===== config.mk =====
export PLATFORM = sky130hd
export DESIGN_NAME = hnoc_leaf_router_flat
export DESIGN_NICKNAME = d
export VERILOG_FILES = /design/src/rtl/hnoc_leaf_router_if.sv /design/src/rtl/hnoc_leaf_router.sv /design/src/flat_wrapper.sv
export SDC_FILE = /design/constraint.sdc
export NUM_CORES = 1
export LEC_CHECK = 0
export BUFFER_PORTS_ARGS = -buffer_cell sky130_fd_sc_hd__buf_2
export CAP_MARGIN = 20
export CORE_ASPECT_RATIO = 0.5
export CORE_MARGIN = 1
export CORE_UTILIZATION = 45
export CTS_CLUSTER_SIZE = 20
export DETAILED_ROUTE_END_ITERATION = 8
export SLEW_MARGIN = 20
export SYNTH_ARGS = -nofsm -noshare
export SYNTH_HDL_FRONTEND = slang
export SYNTH_SLANG_ARGS = --single-unit
export TNS_END_PERCENT = 50

===== constraint.sdc =====
create_clock -name i_clk -period 8.89 [get_ports i_clk]
set_input_delay 1.778 -clock i_clk [delete_from_list [all_inputs] [get_ports i_clk]]
set_output_delay 1.778 -clock i_clk [all_outputs]
set_load 0.03 [all_outputs]

===== src/rtl/hnoc_leaf_router_if.sv =====
// Handshake bundle for the leaf router: NumLeaf leaf channels plus one uplink channel,
// each with an input (toward the router) and an output (from the router) direction.
interface hnoc_leaf_router_if #(
    parameter int DataWidth = 32,
    parameter int NumLeaf   = 4
) ();
    logic [NumLeaf*DataWidth-1:0] i_leaf_data;
    logic [NumLeaf-1:0]           i_leaf_data_valid;
    logic [NumLeaf-1:0]           o_leaf_data_ready;
    logic [NumLeaf*DataWidth-1:0] o_leaf_data;
    logic [NumLeaf-1:0]           o_leaf_data_valid;
    logic [NumLeaf-1:0]           i_leaf_data_ready;
    logic [DataWidth-1:0]         i_up_data;
    logic                         i_up_data_valid;
    logic                         o_up_data_ready;
    logic [DataWidth-1:0]         o_up_data;
    logic                         o_up_data_valid;
    logic                         i_up_data_ready;

    // Router side
    modport slave (
        input  i_leaf_data, i_leaf_data_valid, i_leaf_data_ready,
        input  i_up_data, i_up_data_valid, i_up_data_ready,
        output o_leaf_data_ready, o_leaf_data, o_leaf_data_valid,
        output o_up_data_ready, o_up_data, o_up_data_valid
    );

    // Environment side (leaves and next tree level)
    modport master (
        output i_leaf_data, i_leaf_data_valid, i_leaf_data_ready,
        output i_up_data, i_up_data_valid, i_up_data_ready,
        input  o_leaf_data_ready, o_leaf_data, o_leaf_data_valid,
        input  o_up_data_ready, o_up_data, o_up_data_valid
    );
endinterface


===== src/rtl/hnoc_leaf_router.sv =====
// Leaf router: NumLeaf leaf ports plus an uplink (port index NumLeaf). Each input has a FIFO,
// each output a registered stage with round-robin arbitration. Uplink flits with a non-local
// destination are dropped and counted.
module hnoc_leaf_router #(
    parameter int DataWidth = 32,
    parameter int NumLeaf   = 4,
    parameter int AddrWidth = 4,
    parameter int LocalMin  = 0,
    parameter int LocalMax  = 3,
    parameter int FifoDepth = 4
) (
    input  logic              i_clk,
    input  logic              i_reset,
    hnoc_leaf_router_if.slave bus,
    output logic [15:0]       o_drop_count
);
    localparam int NumPort = NumLeaf + 1;
    localparam int PtrW    = $clog2(FifoDepth);
    localparam int CntW    = PtrW + 1;
    localparam int TgtW    = $clog2(NumPort);

    typedef logic [DataWidth-1:0] flit_t;

    flit_t              in_data [NumPort];
    logic [NumPort-1:0] in_valid;
    logic [NumPort-1:0] in_ready;
    logic [NumPort-1:0] out_ready;

    flit_t           mem_q    [NumPort][FifoDepth];
    flit_t           mem_d    [NumPort][FifoDepth];
    logic [PtrW-1:0] wr_ptr_q [NumPort];
    logic [PtrW-1:0] wr_ptr_d [NumPort];
    logic [PtrW-1:0] rd_ptr_q [NumPort];
    logic [PtrW-1:0] rd_ptr_d [NumPort];
    logic [CntW-1:0] cnt_q    [NumPort];
    logic [CntW-1:0] cnt_d    [NumPort];
    logic            run_q;

    flit_t              head    [NumPort];
    logic [NumPort-1:0] push;
    logic [NumPort-1:0] pop;
    logic [NumPort-1:0] req;
    logic [NumPort-1:0] drop;
    logic [NumPort-1:0] gnt;
    logic [TgtW-1:0]    req_tgt [NumPort];

    logic [TgtW-1:0]    rr_ptr_q [NumPort];
    logic [TgtW-1:0]    rr_ptr_d [NumPort];
    logic [NumPort-1:0] src_vld;
    logic [TgtW-1:0]    src_idx  [NumPort];
    logic [NumPort-1:0] oval_q;
    logic [NumPort-1:0] oval_d;
    flit_t              odata_q  [NumPort];
    flit_t              odata_d  [NumPort];
    logic [15:0]        drop_cnt_q;
    logic [15:0]        drop_cnt_d;

    // Flatten the interface into per-port arrays indexed 0..NumLeaf
    always_comb begin
        in_data = '{default: '0};
        for (int k = 0; k < NumLeaf; k++) begin
            in_data[k] = bus.i_leaf_data[k*DataWidth +: DataWidth];
        end
        in_data[NumLeaf] = bus.i_up_data;
        in_valid  = {bus.i_up_data_valid, bus.i_leaf_data_valid};
        out_ready = {bus.i_up_data_ready, bus.i_leaf_data_ready};
    end

    // Drive the interface outputs straight from registered state
    always_comb begin
        bus.o_leaf_data = '0;
        for (int k = 0; k < NumLeaf; k++) begin
            bus.o_leaf_data[k*DataWidth +: DataWidth] = odata_q[k];
        end
        bus.o_leaf_data_valid = oval_q[NumLeaf-1:0];
        bus.o_up_data         = odata_q[NumLeaf];
        bus.o_up_data_valid   = oval_q[NumLeaf];
        bus.o_leaf_data_ready = in_ready[NumLeaf-1:0];
        bus.o_up_data_ready   = in_ready[NumLeaf];
    end

    assign o_drop_count = drop_cnt_q;

    // FIFO status and route decode of each head flit
    always_comb begin
        logic [AddrWidth-1:0] dest;
        int                   dest_i;
        logic                 is_local;
        dest     = '0;
        dest_i   = 0;
        is_local = 1'b0;
        in_ready = '0;
        push     = '0;
        req      = '0;
        drop     = '0;
        head     = '{default: '0};
        req_tgt  = '{default: '0};
        for (int i = 0; i < NumPort; i++) begin
            // Ready comes from the registered count only; a same-cycle pop does not raise it.
            in_ready[i] = run_q && (cnt_q[i] != CntW'(FifoDepth));
            push[i]     = in_valid[i] && in_ready[i];
            head[i]     = mem_q[i][rd_ptr_q[i]];
            dest        = head[i][DataWidth-1 -: AddrWidth];
            dest_i      = int'(dest);
            is_local    = (dest_i >= LocalMin) && (dest_i <= LocalMax);
            req_tgt[i]  = is_local ? TgtW'(dest_i - LocalMin) : TgtW'(NumLeaf);
            req[i]      = (cnt_q[i] != '0) && (is_local || (i < NumLeaf));
            // Non-local destination arriving from above has nowhere to go.
            drop[i]     = (cnt_q[i] != '0) && !is_local && (i == NumLeaf);
        end
    end

    // Per-output round-robin arbitration, only when the output register can load
    always_comb begin
        int idx;
        idx      = 0;
        gnt      = '0;
        src_vld  = '0;
        src_idx  = '{default: '0};
        rr_ptr_d = rr_ptr_q;
        for (int o = 0; o < NumPort; o++) begin
            if (!oval_q[o] || out_ready[o]) begin
                for (int k = 0; k < NumPort; k++) begin
                    idx = (int'(rr_ptr_q[o]) + k) % NumPort;
                    if (!src_vld[o] && req[idx] && (int'(req_tgt[idx]) == o)) begin
                        src_vld[o] = 1'b1;
                        src_idx[o] = TgtW'(idx);
                    end
                end
            end
            if (src_vld[o]) begin
                gnt[src_idx[o]] = 1'b1;
                rr_ptr_d[o] = (int'(src_idx[o]) == NumPort - 1) ? '0 : src_idx[o] + TgtW'(1);
            end
        end
    end

    // FIFO pointers/contents, output registers and drop counter next state
    always_comb begin
        pop   = gnt | drop;
        mem_d = mem_q;
        for (int i = 0; i < NumPort; i++) begin
            wr_ptr_d[i] = wr_ptr_q[i] + PtrW'(push[i]);
            rd_ptr_d[i] = rd_ptr_q[i] + PtrW'(pop[i]);
            cnt_d[i]    = cnt_q[i];
            if (push[i] && !pop[i]) begin
                cnt_d[i] = cnt_q[i] + CntW'(1);
            end else if (!push[i] && pop[i]) begin
                cnt_d[i] = cnt_q[i] - CntW'(1);
            end
            if (push[i]) begin
                mem_d[i][wr_ptr_q[i]] = in_data[i];
            end
        end
        oval_d  = oval_q;
        odata_d = odata_q;
        for (int o = 0; o < NumPort; o++) begin
            if (src_vld[o]) begin
                oval_d[o]  = 1'b1;
                odata_d[o] = head[src_idx[o]];
            end else if (out_ready[o]) begin
                oval_d[o] = 1'b0;
            end
        end
        drop_cnt_d = drop_cnt_q;
        if (drop[NumLeaf] && (drop_cnt_q != 16'hFFFF)) begin
            drop_cnt_d = drop_cnt_q + 16'd1;
        end
    end

    // FIFO storage; contents need no reset because the pointers are cleared
    always_ff @(posedge i_clk) begin
        mem_q <= mem_d;
    end

    // Control state with synchronous active-low reset
    always_ff @(posedge i_clk) begin
        if (!i_reset) begin
            run_q      <= 1'b0;
            oval_q     <= '0;
            drop_cnt_q <= '0;
            for (int i = 0; i < NumPort; i++) begin
                wr_ptr_q[i] <= '0;
                rd_ptr_q[i] <= '0;
                cnt_q[i]    <= '0;
                rr_ptr_q[i] <= '0;
                odata_q[i]  <= '0;
            end
        end else begin
            run_q      <= 1'b1;
            oval_q     <= oval_d;
            drop_cnt_q <= drop_cnt_d;
            wr_ptr_q   <= wr_ptr_d;
            rd_ptr_q   <= rd_ptr_d;
            cnt_q      <= cnt_d;
            rr_ptr_q   <= rr_ptr_d;
            odata_q    <= odata_d;
        end
    end
endmodule

===== src/flat_wrapper.sv =====
// flat-port wrapper written by rule: the top's interface ports become plain ports
module hnoc_leaf_router_flat 
#(
    parameter int DataWidth = 32,
    parameter int NumLeaf   = 4,
    parameter int AddrWidth = 4,
    parameter int LocalMin  = 0,
    parameter int LocalMax  = 3,
    parameter int FifoDepth = 4
)
  (i_clk, i_reset, o_drop_count, bus_i_leaf_data, bus_i_leaf_data_valid, bus_i_leaf_data_ready, bus_i_up_data, bus_i_up_data_valid, bus_i_up_data_ready, bus_o_leaf_data_ready, bus_o_leaf_data, bus_o_leaf_data_valid, bus_o_up_data_ready, bus_o_up_data, bus_o_up_data_valid);
  hnoc_leaf_router_if #(.DataWidth(DataWidth), .NumLeaf(NumLeaf)) bus_i ();
  input  logic i_clk;
  input  logic i_reset;
  output logic [15:0] o_drop_count;
  input wire logic [$bits(bus_i.i_leaf_data)-1:0] bus_i_leaf_data;
  input wire logic [$bits(bus_i.i_leaf_data_valid)-1:0] bus_i_leaf_data_valid;
  input wire logic [$bits(bus_i.i_leaf_data_ready)-1:0] bus_i_leaf_data_ready;
  input wire logic [$bits(bus_i.i_up_data)-1:0] bus_i_up_data;
  input wire logic [$bits(bus_i.i_up_data_valid)-1:0] bus_i_up_data_valid;
  input wire logic [$bits(bus_i.i_up_data_ready)-1:0] bus_i_up_data_ready;
  output wire logic [$bits(bus_i.o_leaf_data_ready)-1:0] bus_o_leaf_data_ready;
  output wire logic [$bits(bus_i.o_leaf_data)-1:0] bus_o_leaf_data;
  output wire logic [$bits(bus_i.o_leaf_data_valid)-1:0] bus_o_leaf_data_valid;
  output wire logic [$bits(bus_i.o_up_data_ready)-1:0] bus_o_up_data_ready;
  output wire logic [$bits(bus_i.o_up_data)-1:0] bus_o_up_data;
  output wire logic [$bits(bus_i.o_up_data_valid)-1:0] bus_o_up_data_valid;
  assign bus_i.i_leaf_data = bus_i_leaf_data;
  assign bus_i.i_leaf_data_valid = bus_i_leaf_data_valid;
  assign bus_i.i_leaf_data_ready = bus_i_leaf_data_ready;
  assign bus_i.i_up_data = bus_i_up_data;
  assign bus_i.i_up_data_valid = bus_i_up_data_valid;
  assign bus_i.i_up_data_ready = bus_i_up_data_ready;
  assign bus_o_leaf_data_ready = bus_i.o_leaf_data_ready;
  assign bus_o_leaf_data = bus_i.o_leaf_data;
  assign bus_o_leaf_data_valid = bus_i.o_leaf_data_valid;
  assign bus_o_up_data_ready = bus_i.o_up_data_ready;
  assign bus_o_up_data = bus_i.o_up_data;
  assign bus_o_up_data_valid = bus_i.o_up_data_valid;
  hnoc_leaf_router #(.DataWidth(DataWidth), .NumLeaf(NumLeaf), .AddrWidth(AddrWidth), .LocalMin(LocalMin), .LocalMax(LocalMax), .FifoDepth(FifoDepth)) u_core (.i_clk(i_clk), .i_reset(i_reset), .bus(bus_i), .o_drop_count(o_drop_count));
endmodule

==> results.txt <==
The tools report the count of yosys warnings during synthesis as 0. TritonCTS built the clock tree. The count of input and output buffers was 357; the post-route total power was 18.8 mW. Tracing the worst setup path back leads to its startpoint at u_core.rr_ptr_q[12].

The logs give 3870 for the total nets after synthesis and 0 for the number of max-cap violations. The number of buffers on the longest clock path is 3. The floorplan step set the die width to 447 um. The worst register-to-register path ends at u_core.cnt_q[8]. The post-DP HPWL is 97700 um, and the count of standard-cell rows is 81. The critical path is of the flip-flop to flip-flop type.

The die covers 0.100 mm2. The internal portion of total power came out at 10.3 mW. By area the synthesized netlist is led by edfxtp_1, dfxtp_1, mux4_2.

After Yosys synthesis, XOR and XNOR cells account for 1.55% of the synthesized area. Among the stages of the critical path, the cell type that occurs most often is ha_1. In this run, synthesis produced a sequential element count of 872. The total wire length came out at 137000 um. The highest-delay cell along the critical path is dfxtp_1. Setup violations remaining at the end of the flow were counted as 0. The library cells used most frequently in the layout, excluding fill and tap cells, are edfxtp_1, buf_2, o21ai_0. The weighted congestion at the end of routability-driven global placement is 0.927.

At the pin with the least slew margin, the transition time is 1.17 ns. In this run the worst setup path terminates at u_core.cnt_q[8]. Summing the areas of all compound-gate instances in the mapped netlist gives 14.6% of the synthesized area. Data on the critical path arrives at its endpoint at 8.54 ns. 358 I/O pins were placed.

The detailed-route via count was 32.1k. The cell sitting at the root of the clock tree is a clkbuf_16. The run gives 0 as the residual DRC count. The share of the Yosys chip area taken by registers is 53.6%.

Relative to the synthesized area, the layout overhead comes to 13.1%. Clock-pin slew was measured on the worst setup and hold paths at 0.07 ns. The run gives 1.10 ns as the minimum setup slack after placement. In this run the power spent charging and discharging nets is 8.49 mW. The post-synthesis share of cell area spent on and, or, nand and nor gates is 8.93%. Combinational logic burns 54.0% of the power. The post-detailed-route wirelength per cell is 26.2 um.

The overall fraction of global-route tracks in use is 26.7%. The top cell type by total area after synthesis was edfxtp_1. In this run switching power makes up 45.2% of total power. Per report_power, the sequential group accounts for 27.4% of the total. Peak fanout along the critical path: 57. The number of flops mapped to enable cells by yosys was 640. The fraction of registers with async set/reset works out to 0%. After Yosys synthesis, full adders, half adders and majority gates account for 4.09% of the synthesized area.

For the maximum number of pins on one net before global-route repair, the log shows 96. The run gives 5073 as the placed cell count. In this run, post-CTS hold repair placed 0 buffers.

The setup TNS came out at 0 ns. Maximum ir drop on the vdd rail: 0.299 mV. The part of the cycle the worst path needs came out at 89.2%. Once the clock tree was built, the setup fixing pass inserted 0 buffers.

From bottom edge to top edge, the die measures 224 um. For the deepest level of the CTS H-tree, the log shows 3. The cell count after synthesis came out at 3556.

The number of iterations in the first detailed-routing pass came out at 6. The leakage component of the power was 18.4 nW. The post-synthesis cell area was 0.0445 mm2; the number of cells traversed by the worst register-to-register path was 28. Setup repair after global routing left no endpoint under its margin. In the synthesized netlist, mux cells make up 13.9% of the area. The sum of overflow across all layers after global routing came out at 0. At the worst endpoint, the required time is 9.50 ns. The tools report the final worst slack as 0.959 ns. The run gives 30.6k as the number of global-route vias before repair. In the synthesized netlist the dominant register cell turns out to be edfxtp_1.

The critical register-to-register path startpoint is u_core.rr_ptr_q[12]. The run finished with clean final reports. The core region is 0.0979 mm2. The antenna violation net count after detailed routing is 0, and the biggest cell delay along the critical path is 0.82 ns. The synthesized design devotes to its leading area cell type 43.2% of total area. In this run, CTS created clock tree buffers numbering 80.

The tools report the nature of the critical path startpoint as a flip-flop. In this run, the clock network consumes 18.6% of the power. Synthesis instantiated 98 different standard cells from the library.

The total power divided by cell area is 373 mW/mm2. The count of cells resized by post-cts repair was 0; the final number of hold-violating endpoints was 0. The initial cell density of the core is 45.5%.

After the last flow step, the layout net total stands at 4142. The first global-routing pass estimated 200000 um of wire. Of the cells placed in the final design, the portion with a size suffix greater than 1 is 24.0%. After synthesis, the largest family of logic cells by area is compound AO/OA/AOI/OAI gates. The non-filler instance count after layout was 5227. In this run the worst hold path is classified as flip-flop to flip-flop. The startpoint identified for the worst hold timing path is u_core.bus.o_leaf_data[31]. Number of max-slew violations in the final report: 0. Clock tree synthesis found a total of 872 sinks.

For the source-to-sink clock delay at the later pin of the worst-skew pair, the log shows 0.70 ns. The clock arrives with 0.0485 ns of skew. For this run, the top clock speed supported by timing is 0.126 GHz. The initial antenna violation count was 8. The synthesized area divided by synthesized cell count works out to 12.5 um2. The most frequent standard cell in the layout excluding fill and tap cells was edfxtp_1. Via density per instance: 6.13. The run gives 3140 as the violation count after the first detailed-route iteration. For flop-to-flop paths, the worst setup slack is 0.96 ns. The worst path in the final design needs a cycle of 7.93 ns, including I/O delays and setup.

STA classifies the critical path endpoint as a flip-flop. The worst slew slack as a fraction of its limit was 20.9%.
## registers in the layout, summed over array words and instances, names as in the netlist, 5 cells and up
register	cells
u_core.o_drop_count	16
u_core.wr_ptr_q	10
u_core.oval_q	5
u_core.rd_ptr_q	10
u_core.rr_ptr_q	15
u_core.cnt_q	15
u_core.bus.o_up_data	32
u_core.mem_q	640
u_core.bus.o_leaf_data	128
## power by group through the flow
stage	Combinational [mW]	Sequential [mW]	Clock [mW]
floorplan	6.65	5.56	0
global placement	9.79	5.21	0
detailed placement	9.92	5.22	0
CTS	9.97	5.13	3.55
global route	10.8	5.18	3.69
finish	10.1	5.14	3.50
## area by class of cell
class	count	area (um2)
clock buffers	98	2130
clock inverters	51	457
diodes	4	10.0
repair buffers	423	2300
well taps	1328	1660
flip-flops and latches	872	23900
fillers	8519	47600
inverters	128	480
multi-input cells	2323	19400
## worst min path at each step
| stage | end | cells past startpoint |
|---|---|---|
| floorplan | u_core.cnt_q[11] | 2 |
| global placement | u_core.bus.o_leaf_data[93] | 2 |
| detailed placement | u_core.bus.o_leaf_data[31] | 1 |
| CTS | u_core.bus.o_leaf_data[31] | 1 |
| global route | u_core.bus.o_leaf_data[31] | 1 |
| finish | u_core.bus.o_leaf_data[31] | 1 |
## per-stage QoR
| stage | area [um2] | util [%] | hold slack (ns) |
|---|---|---|---|
| 4_1_cts | 50300 | 51.4 | 0.473 |
| 2_1_floorplan | 44500 | - | 0.464 |
| 5_1_grt | 50300 | 51.4 | 0.483 |
| 3_5_place_dp | 47700 | 48.8 | 0.463 |
| 6_report | 50300 | 51.4 | 0.469 |
| 3_3_place_gp | 47700 | 48.8 | 0.447 |
## worst max-delay path: cells and delay by family, from the launching register on
family / cells / cell delay (ns)
buf+inv: 6 / 1.46
fa+ha+maj: 6 / 1.40
compound gates: 5 / 1.25
mux: 1 / 0.23
xor+xnor: 3 / 0.60
simple gates: 7 / 2.08
flops: 1 / 0.82
## layer usage
| layer | vias up | global-route usage, % | wire [um] |
|---|---|---|---|
| met5 | - | 0 | 22 |
| li1 | 14500 | - | - |
| met2 | 1202 | 44.5 | 66700 |
| met3 | 259 | 4.74 | 8740 |
| met4 | 4 | 11.4 | 5740 |
| met1 | 16100 | 34.4 | 55500 |
## synthesized netlist by cell type (52+ instances only)
master / n
a211oi_1: 68
a21oi_1: 184
and3_1: 53
clkbuf_1: 186
dfxtp_1: 232
edfxtp_1: 640
ha_1: 136
inv_1: 119
mux2_2: 72
mux2i_1: 91
mux4_2: 165
nand2_1: 131
nand3_1: 126
nor2_1: 137
o21ai_0: 268
or3_1: 54
xnor2_1: 52
## cells by family after synthesis
kind of cell | after synthesis
flip-flops | 872
AO/OA/AOI/OAI | 969
buffers and inverters | 361
multiplexers | 384
XOR/XNOR | 78
AND/OR/NAND/NOR | 750
adder cells (fa/ha/maj) | 142
Power figures use the tool's default switching activity.
